### config.mk
export PLATFORM = sky130hd
export DESIGN_NAME = de10lite_input_conditioner
export DESIGN_NICKNAME = d
export VERILOG_FILES = /design/src/rtl/vdb_input_pkg.sv /design/src/rtl/vdb_debounce.sv /design/src/rtl/de10lite_input_conditioner.sv
export SDC_FILE = /design/constraint.sdc
export NUM_CORES = 1
export LEC_CHECK = 0
export CELL_PAD_IN_SITES_DETAIL_PLACEMENT = 1
export CELL_PAD_IN_SITES_GLOBAL_PLACEMENT = 1
export CORE_MARGIN = 2
export CORE_UTILIZATION = 42
export DETAILED_ROUTE_END_ITERATION = 10
export HOLD_SLACK_MARGIN = 0.15
export PLACE_DENSITY_LB_ADDON = 0.1
export SLEW_MARGIN = 15
export SYNTH_ARGS = -nofsm -noshare
export SYNTH_HDL_FRONTEND = slang
export SYNTH_HIERARCHICAL = 1
export SYNTH_SLANG_ARGS = --single-unit
### constraint.sdc
create_clock -name CLK_50 -period 1.2 [get_ports CLK_50]
set_clock_uncertainty 0.1 [all_clocks]
set_input_delay 0.12 -clock CLK_50 [delete_from_list [all_inputs] [get_ports CLK_50]]
set_output_delay 0.12 -clock CLK_50 [all_outputs]
set_load 0.05 [all_outputs]
### src/rtl/vdb_input_pkg.sv
// Shared definitions for the DE10-Lite input conditioner: idle level of the
// active-low push-buttons and the debounce-window length calculation.
package vdb_input_pkg;

    // Raw push-button pin level when the button is not pressed.
    localparam logic KEY_IDLE = 1'b1;

    // Number of CLK_50 cycles in a debounce window of 'ms' milliseconds.
    function automatic int db_cycles(input int freq_hz, input int ms);
        return (freq_hz / 1000) * ms;
    endfunction

endpackage

### src/rtl/vdb_debounce.sv
// One-bit input conditioner: 2-FF synchroniser, debounce filter, registered
// level and rise/fall pulses.
// The filter is built only when VDB_DEBOUNCE_EN is defined; otherwise the
// stable value simply follows the synchroniser output every cycle.
module vdb_debounce
    import vdb_input_pkg::*;
#(
    parameter int   DB_CYC  = 1,
    parameter logic RST_VAL = 1'b0
) (
    input  logic clk,
    input  logic rst_n,
    input  logic pin,
    output logic level,
    output logic rise,
    output logic fall
);

    logic sync_p0;
    logic sync_p1;
    logic stable_p2;
    logic level_p3;
    logic rise_p3;
    logic fall_p3;

    // Stage 0/1: two-flop synchroniser for the asynchronous pin.
    always_ff @(posedge clk or negedge rst_n) begin
        if (!rst_n) begin
            sync_p0 <= RST_VAL;
            sync_p1 <= RST_VAL;
        end else begin
            sync_p0 <= pin;
            sync_p1 <= sync_p0;
        end
    end

`ifdef VDB_DEBOUNCE_EN
    localparam int CNT_W = (DB_CYC < 1) ? 1 : $clog2(DB_CYC + 1);
    localparam logic [CNT_W-1:0] CNT_LAST = CNT_W'((DB_CYC < 1) ? 0 : DB_CYC - 1);

    if (DB_CYC < 1) begin : g_bad_window
        $error("vdb_debounce: debounce window DB_CYC must be at least 1 cycle");
    end

    logic [CNT_W-1:0] cnt_p2;

    // Stage 2: accept a new level only after it has persisted for DB_CYC cycles;
    // any return to the current stable level restarts the window.
    always_ff @(posedge clk or negedge rst_n) begin
        if (!rst_n) begin
            stable_p2 <= RST_VAL;
            cnt_p2    <= '0;
        end else if (sync_p1 == stable_p2) begin
            cnt_p2    <= '0;
        end else if (cnt_p2 == CNT_LAST) begin
            stable_p2 <= sync_p1;
            cnt_p2    <= '0;
        end else begin
            cnt_p2    <= cnt_p2 + 1'b1;
        end
    end
`else
    // Stage 2: no filtering, the stable value tracks the synchroniser.
    always_ff @(posedge clk or negedge rst_n) begin
        if (!rst_n) begin
            stable_p2 <= RST_VAL;
        end else begin
            stable_p2 <= sync_p1;
        end
    end
`endif

    // Stage 3: registered level plus one-cycle pulses on each stable transition.
    always_ff @(posedge clk or negedge rst_n) begin
        if (!rst_n) begin
            level_p3 <= RST_VAL;
            rise_p3  <= 1'b0;
            fall_p3  <= 1'b0;
        end else begin
            level_p3 <= stable_p2;
            rise_p3  <= stable_p2 & ~level_p3;
            fall_p3  <= ~stable_p2 & level_p3;
        end
    end

    assign level = level_p3;
    assign rise  = rise_p3;
    assign fall  = fall_p3;

endmodule

### src/rtl/de10lite_input_conditioner.sv
// DE10-Lite KEY/SW conditioner placed between the board pins and the design
// core. Every bit is synchronised, debounced and turned into level and event
// outputs independently. Push-buttons are active-low at the pins and are
// presented active-high (1 = pressed) to user logic.
// Build option: define VDB_DEBOUNCE_EN to enable the debounce filter; without
// it the inputs are only synchronised (fast simulation builds).
module de10lite_input_conditioner
    import vdb_input_pkg::*;
#(
    parameter int N_KEY       = 2,
    parameter int N_SW        = 10,
    parameter int CLK_FREQ_HZ = 50_000_000,
    parameter int DEBOUNCE_MS = 5
) (
    input  logic             CLK_50,
    input  logic             RST_N,
    input  logic [N_KEY-1:0] KEY,
    input  logic [N_SW-1:0]  SW,
    output logic [N_KEY-1:0] key_o,
    output logic [N_KEY-1:0] key_press_o,
    output logic [N_KEY-1:0] key_release_o,
    output logic [N_SW-1:0]  sw_o,
    output logic [N_SW-1:0]  sw_change_o
);

    localparam int DB_CYC = db_cycles(CLK_FREQ_HZ, DEBOUNCE_MS);

    logic [N_KEY-1:0] key_level;
    logic [N_KEY-1:0] key_rise;
    logic [N_KEY-1:0] key_fall;
    logic [N_SW-1:0]  sw_rise;
    logic [N_SW-1:0]  sw_fall;

    // Buttons idle high; a press is a falling edge of the pin-level value.
    for (genvar i = 0; i < N_KEY; i++) begin : g_key
        vdb_debounce #(
            .DB_CYC  (DB_CYC),
            .RST_VAL (KEY_IDLE)
        ) u_key (
            .clk   (CLK_50),
            .rst_n (RST_N),
            .pin   (KEY[i]),
            .level (key_level[i]),
            .rise  (key_rise[i]),
            .fall  (key_fall[i])
        );
    end

    // Switches are active-high and reset to off.
    for (genvar i = 0; i < N_SW; i++) begin : g_sw
        vdb_debounce #(
            .DB_CYC  (DB_CYC),
            .RST_VAL (1'b0)
        ) u_sw (
            .clk   (CLK_50),
            .rst_n (RST_N),
            .pin   (SW[i]),
            .level (sw_o[i]),
            .rise  (sw_rise[i]),
            .fall  (sw_fall[i])
        );
    end

    assign key_o         = ~key_level;
    assign key_press_o   = key_fall;
    assign key_release_o = key_rise;
    assign sw_change_o   = sw_rise | sw_fall;

endmodule
## After elaboration in Yosys (flattened, before gate mapping)

Index checks and enable logic that the tools add are counted.

- $add $sub $neg: 0
- Multipliers: 0
- Div/mod/pow operators: 0
- Magnitude comparators: 0
- Equality and inequality tests: 0
- Shift operators: 0
- Muxes and demuxes: 0
- Bitwise logic cells: 50
- Reductions and logical operators: 0

Operators with widths:

| cell | count |
|---|---|
| AND 1 bit | 24 |
| inverter 1 bit | 24 |
| OR 10 bit | 1 |
| inverter 2 bit | 1 |

- Register bits: 72
- Bits in latches: 0
- Bits in writable memories: 0
- Memory bits (read-only): 0
- Bits of input ports: 14
- Output and inout port bits: 26
- Memories: 0

## Longest topological paths before layout

- Depth in word-level cells: 2
- Mapped depth: 1
- Gate-level depth less buffers: 1

## Hierarchy

Netlist, hierarchy kept.

By module, submodules not included:

| module | instances | cells each | area an instance (um^2) |
|---|---|---|---|
| vdb_debounce at g_sw[0].u_sw ... | 10 | 8 | 165.2 |
| vdb_debounce at g_key[0].u_key ... | 2 | 8 | 170.2 |
| de10lite_input_conditioner | 1 | 12 | 70.1 |

## Worst setup path after synthesis

No wires, ideal clock.

- Path type: register to register
- From: reg g_sw[0].u_sw.level_p3
- To: reg g_sw[0].u_sw.fall_p3
- Library setup time: 0.120 ns
- Arrival time: 0.820 ns
- Data required time: 0.980 ns
- Setup slack: 0.161 ns
- Stages on the path, launching flop included: 2
- Cells stage by stage: dfrtp_1 and2b_2

- Longest elaborated chain between the ends: 1

RTL lines:

| item | RTL line | text |
|---|---|---|
| start: declaration | vdb_debounce.sv:22 | `logic level_p3;` |
| start signal: assignment | vdb_debounce.sv:80 | `level_p3 <= stable_p2;` |
| AND 1 bit | vdb_debounce.sv:82 | `fall_p3 <= ~stable_p2 & level_p3;` |
| end signal: assignment | vdb_debounce.sv:82 |  |
| end: declaration | vdb_debounce.sv:24 | `logic fall_p3;` |

Every way passes these cells.

## Final worst setup path

- From: reg g_sw[7].u_sw.fall_p3
- To: out sw_change_o[7]

- Longest elaborated chain between the ends: 1

RTL lines:

| item | RTL line | text |
|---|---|---|
| start: declaration | vdb_debounce.sv:24 |  |
| start signal: assignment | vdb_debounce.sv:82 |  |
| OR 10 bit | de10lite_input_conditioner.sv:67 | `assign sw_change_o = sw_rise \| sw_fall;` |
| end: declaration | de10lite_input_conditioner.sv:23 | `output logic [N_SW-1:0] sw_change_o` |

Every way passes these cells.

==> metrics.md <==
| Metric | Value |
|---|---|
| Status | finished, violations left |
| Violated checks | negative setup slack |
| Avg Inst Size Synth | 19.1 um^2 |
| Sequential-to-total area share from yosys stat | 87.9% |
| Netlist Area Pre-Place | 0.00206 mm^2 |
| Post-synthesis cell type with the largest combined area | sky130_fd_sc_hd__dfrtp_1 |
| Register cell area after layout | 0.00181 mm^2 |
| Reg power frac | 56.0% |
| Cell internal pwr | 3.58 mW |
| Drt wl/cell | 12.5 um |
| DP Worst Slack | 0.224 ns |
| Largest voltage drop on the vdd net | 0.871 mV |
| Total DRC errors in the routed layout | 0 |
| Syn. warnings | 6 |
| Setup slack, reg-to-reg | 0.22 ns |
| Pin slew with the least headroom to its limit | 0.365 ns |
| Number of sinks on the clock net | 72 |
| Die extent in x | 74.1 um |
| Top area cells in the synthesized netlist | sky130_fd_sc_hd__dfrtp_1 (78%), sky130_fd_sc_hd__dfstp_2 (10%), sky130_fd_sc_hd__and2b_2 (5.1%), sky130_fd_sc_hd__nor2b_1 (3.6%), sky130_fd_sc_hd__or2_1 (3.0%) |
| Period utilization | 108% |
| Final setup TNS | -0.912 ns |
| Fillcell total | 416 |
| Vias per cell | 4.13 |
| Synth Net Count | 122 |
| Switching pwr | 1.10 mW |
| Largest fanout on the critical path | 1 |
| Final setup viols | 12 |
| Total of flip-flops plus latches after synthesis | 72 |
| Design Power | 4.68 mW |
| Wire length of the first global-routing pass | 5310 um |
| Final Hold Vio Count | 0 |
| Type of the setup path with the least slack | reg2out |
| Input/output buffers | 39 |
| Depth of the CTS H-tree | 3 |
| Combinational share of power | 12.1% |
| Worst reg2reg path depth | 1 |
| Syn Inst Count | 108 |
| Post-route minimum period | 1.29 ns |
| Area growth from synthesis to layout | 46.7% |
| Utilization after layout | 64.1% |
| Final layout net count | 189 |
| Highest clock rate | 773 MHz |
| Vias post-DR | 1,019 |
| CTS buffer count | 9 |
| Number of I/O pins | 40 |
| Area of combinational cells with multiple inputs | 243 um^2 |
| Clock Pin Slew Worst Setup and Hold Paths | 0.07 ns |
| Effective utilization at floorplan | 43.7% |
| Placeable core area | 0.00472 mm^2 |
| Number of DRC markers in iteration 0 | 57 |
| Setup repair after global routing missed its margin | yes |
| Library cells used by synthesis | 6 |
| DIE HEIGHT | 74.1 um |
| Relative contribution of the clock network to total power | 32.0% |
| Total instance count after detailed placement | 216 |
| Final Max Tran Viols | 0 |
| Data required time at the worst endpoint | 0.98 ns |
| Initial antenna violation count | 0 |
| Final wirelength | 3080 um |
| Startpoint type of the worst setup path | flip-flop |
| Total global routing overflow | 0 |
| Count of antenna diodes in the layout | 0 |
| Post-detailed-route count of antenna-violating nets | 0 |
| Switching part of the total | 23.5% |
| CTS Buffer Depth | 2 |
| Static leakage | 1.40 nW |
| Yosys top cell area share | 77.7% |
| Die Footprint | 0.00549 mm^2 |
| Slack of the critical path | -0.0937 ns |
| Clock insertion delay at the later pin of the skew report | 0.32 ns |
| Max-Slew Margin vs Limit | 75.7% |
| WP data arrival | 1.07 ns |
| Share of final-layout standard cells stronger than drive strength 1 | 35.0% |
| Origin of the critical flop-to-flop path | g_key[0].u_key/stable_p2$_DFF_PN1_ |
| Number of global-route vias before repair | 1,147 |
| Power density over the cells | 1550 mW/mm^2 |
| Std cell rows | 25 |
| Global placer's final weighted congestion | 0.647 |
| TritonCTS clock tree | done |
| Number of cells in the finished layout apart from fillers | 247 |
| Global routing usage summed across all routing layers | 13.7% |
| Endpoint type of the worst setup path | output port |
| Maximum number of pins on one net before global-route repair | 28 |
| Worst R2R End | g_key[0].u_key/fall$_DFF_PN0_ |
| Max cap viols | 0 |
| Clock tree root buffer cell | sky130_fd_sc_hd__clkbuf_8 |
| Number of search-and-repair iterations in the first detailed-routing pass | 2 |
| Worst min-delay path class | in2async |
==> critical path, stage by stage (launching register included) <==
cell	delay (ns)
sky130_fd_sc_hd__dfrtp_1	0.36
sky130_fd_sc_hd__or2_1	0.23
sky130_fd_sc_hd__buf_6	0.15
==> metal layers <==
layer / vias up / track usage, % / wire length, um / share of wire [%]
met5: - / 0 / 0 / 0
met3: 8 / 4.61 / 143 / 4.6
li1: 461 / - / - / -
met2: 26 / 22.1 / 1690 / 55
met1: 524 / 15.4 / 1180 / 38
met4: 0 / 9.70 / 63 / 2.0
==> through the flow <==
step	cell area [um^2]	hold WS [ns]
6_report	3030	0.157
4_1_cts	3020	0.155
3_3_place_gp	2680	-0.0464
3_5_place_dp	2680	-0.0399
5_1_grt	3030	0.187
2_1_floorplan	2060	-0.276
==> cell type report <==
cell class / count / area share (%)
Sequential cell: 72 / 59.9
Timing Repair Buffer: 56 / 24.1
Multi-Input combinational cell: 34 / 8.02
Clock buffer: 15 / 4.84
Tap cell: 67 / 2.77
Inverter: 2 / 0.248
Clock inverter: 1 / 0.165
==> power by group through the flow <==
stage | Sequential [mW] | Combinational, mW | Clock, mW
4_1_cts | 2.63 | 0.570 | 1.57
6_report | 2.62 | 0.565 | 1.50
3_3_place_gp | 2.66 | 0.500 | 0
5_1_grt | 2.64 | 0.598 | 1.65
2_1_floorplan | 2.72 | 0.162 | 0
3_5_place_dp | 2.67 | 0.510 | 0
==> cells in the mapped netlist <==
master and n:
sky130_fd_sc_hd__nor2b_1 12, sky130_fd_sc_hd__dfrtp_1 64, sky130_fd_sc_hd__dfstp_2 8, sky130_fd_sc_hd__inv_1 2, sky130_fd_sc_hd__or2_1 10, sky130_fd_sc_hd__and2b_2 12
==> cells in the final DEF (no fill, tap or decap) <==
cell and n:
sky130_fd_sc_hd__clkbuf_1 6, sky130_fd_sc_hd__or2_1 10, sky130_fd_sc_hd__nor2b_1 12, sky130_fd_sc_hd__dfrtp_1 64, sky130_fd_sc_hd__clkinv_2 1, sky130_fd_sc_hd__buf_6 12, sky130_fd_sc_hd__buf_12 16, sky130_fd_sc_hd__dfstp_2 8
sky130_fd_sc_hd__clkbuf_8 9, sky130_fd_sc_hd__dlygate4sd3_1 13, sky130_fd_sc_hd__clkdlybuf4s50_1 12, sky130_fd_sc_hd__and2b_2 12, sky130_fd_sc_hd__inv_2 2, sky130_fd_sc_hd__buf_4 3
==> flip-flops by register name, summed over array words and instances (netlist names) <==
signal                 count
g_key.u_key/rise           2
g_key.u_key/stable_p2      2
g_sw.u_sw/rise            10
g_key.u_key/sync_p0        2
g_sw.u_sw/sync_p1         10
g_key.u_key/sync_p1        2
g_sw.u_sw/stable_p2       10
g_sw.u_sw/fall            10
g_sw.u_sw/level           10
g_key.u_key/fall           2
g_sw.u_sw/sync_p0         10
g_key.u_key/level          2
==> kinds of logic (layout without fill, tap and decap cells) <==
family,count (synthesis),after routing,share of synthesized area [%]
buf+inv,2,74,0.364
simple gates,34,34,11.8
flops,72,72,87.9
==> what timing repair did <==
action,CTS,global route
buffers inserted,1,1
setup endpoints to repair,12,12
hold buffers,13,0
gates resized for setup,14,0
hold endpoints to repair,84,0
pin swaps,5,2
==> worst max path at each step <==
| stage | startpoint | end | slack (ns) | cells after the start |
|---|---|---|---|---|
| 2_1_floorplan | g_sw[0].u_sw/level$_DFF_PN0_ | g_sw[0].u_sw/fall$_DFF_PN0_ | 0.16 | 1 |
| 3_3_place_gp | g_sw[4].u_sw/fall$_DFF_PN0_ | sw_change_o[4] | 0.24 | 2 |
| 3_5_place_dp | g_sw[8].u_sw/fall$_DFF_PN0_ | sw_change_o[8] | 0.22 | 2 |
| 4_1_cts | g_sw[4].u_sw/fall$_DFF_PN0_ | sw_change_o[4] | -0.11 | 2 |
| 5_1_grt | g_sw[4].u_sw/fall$_DFF_PN0_ | sw_change_o[4] | -0.14 | 2 |
| 6_report | g_sw[7].u_sw/fall$_DFF_PN0_ | sw_change_o[7] | -0.09 | 2 |
(Power assumes the default switching activity.)
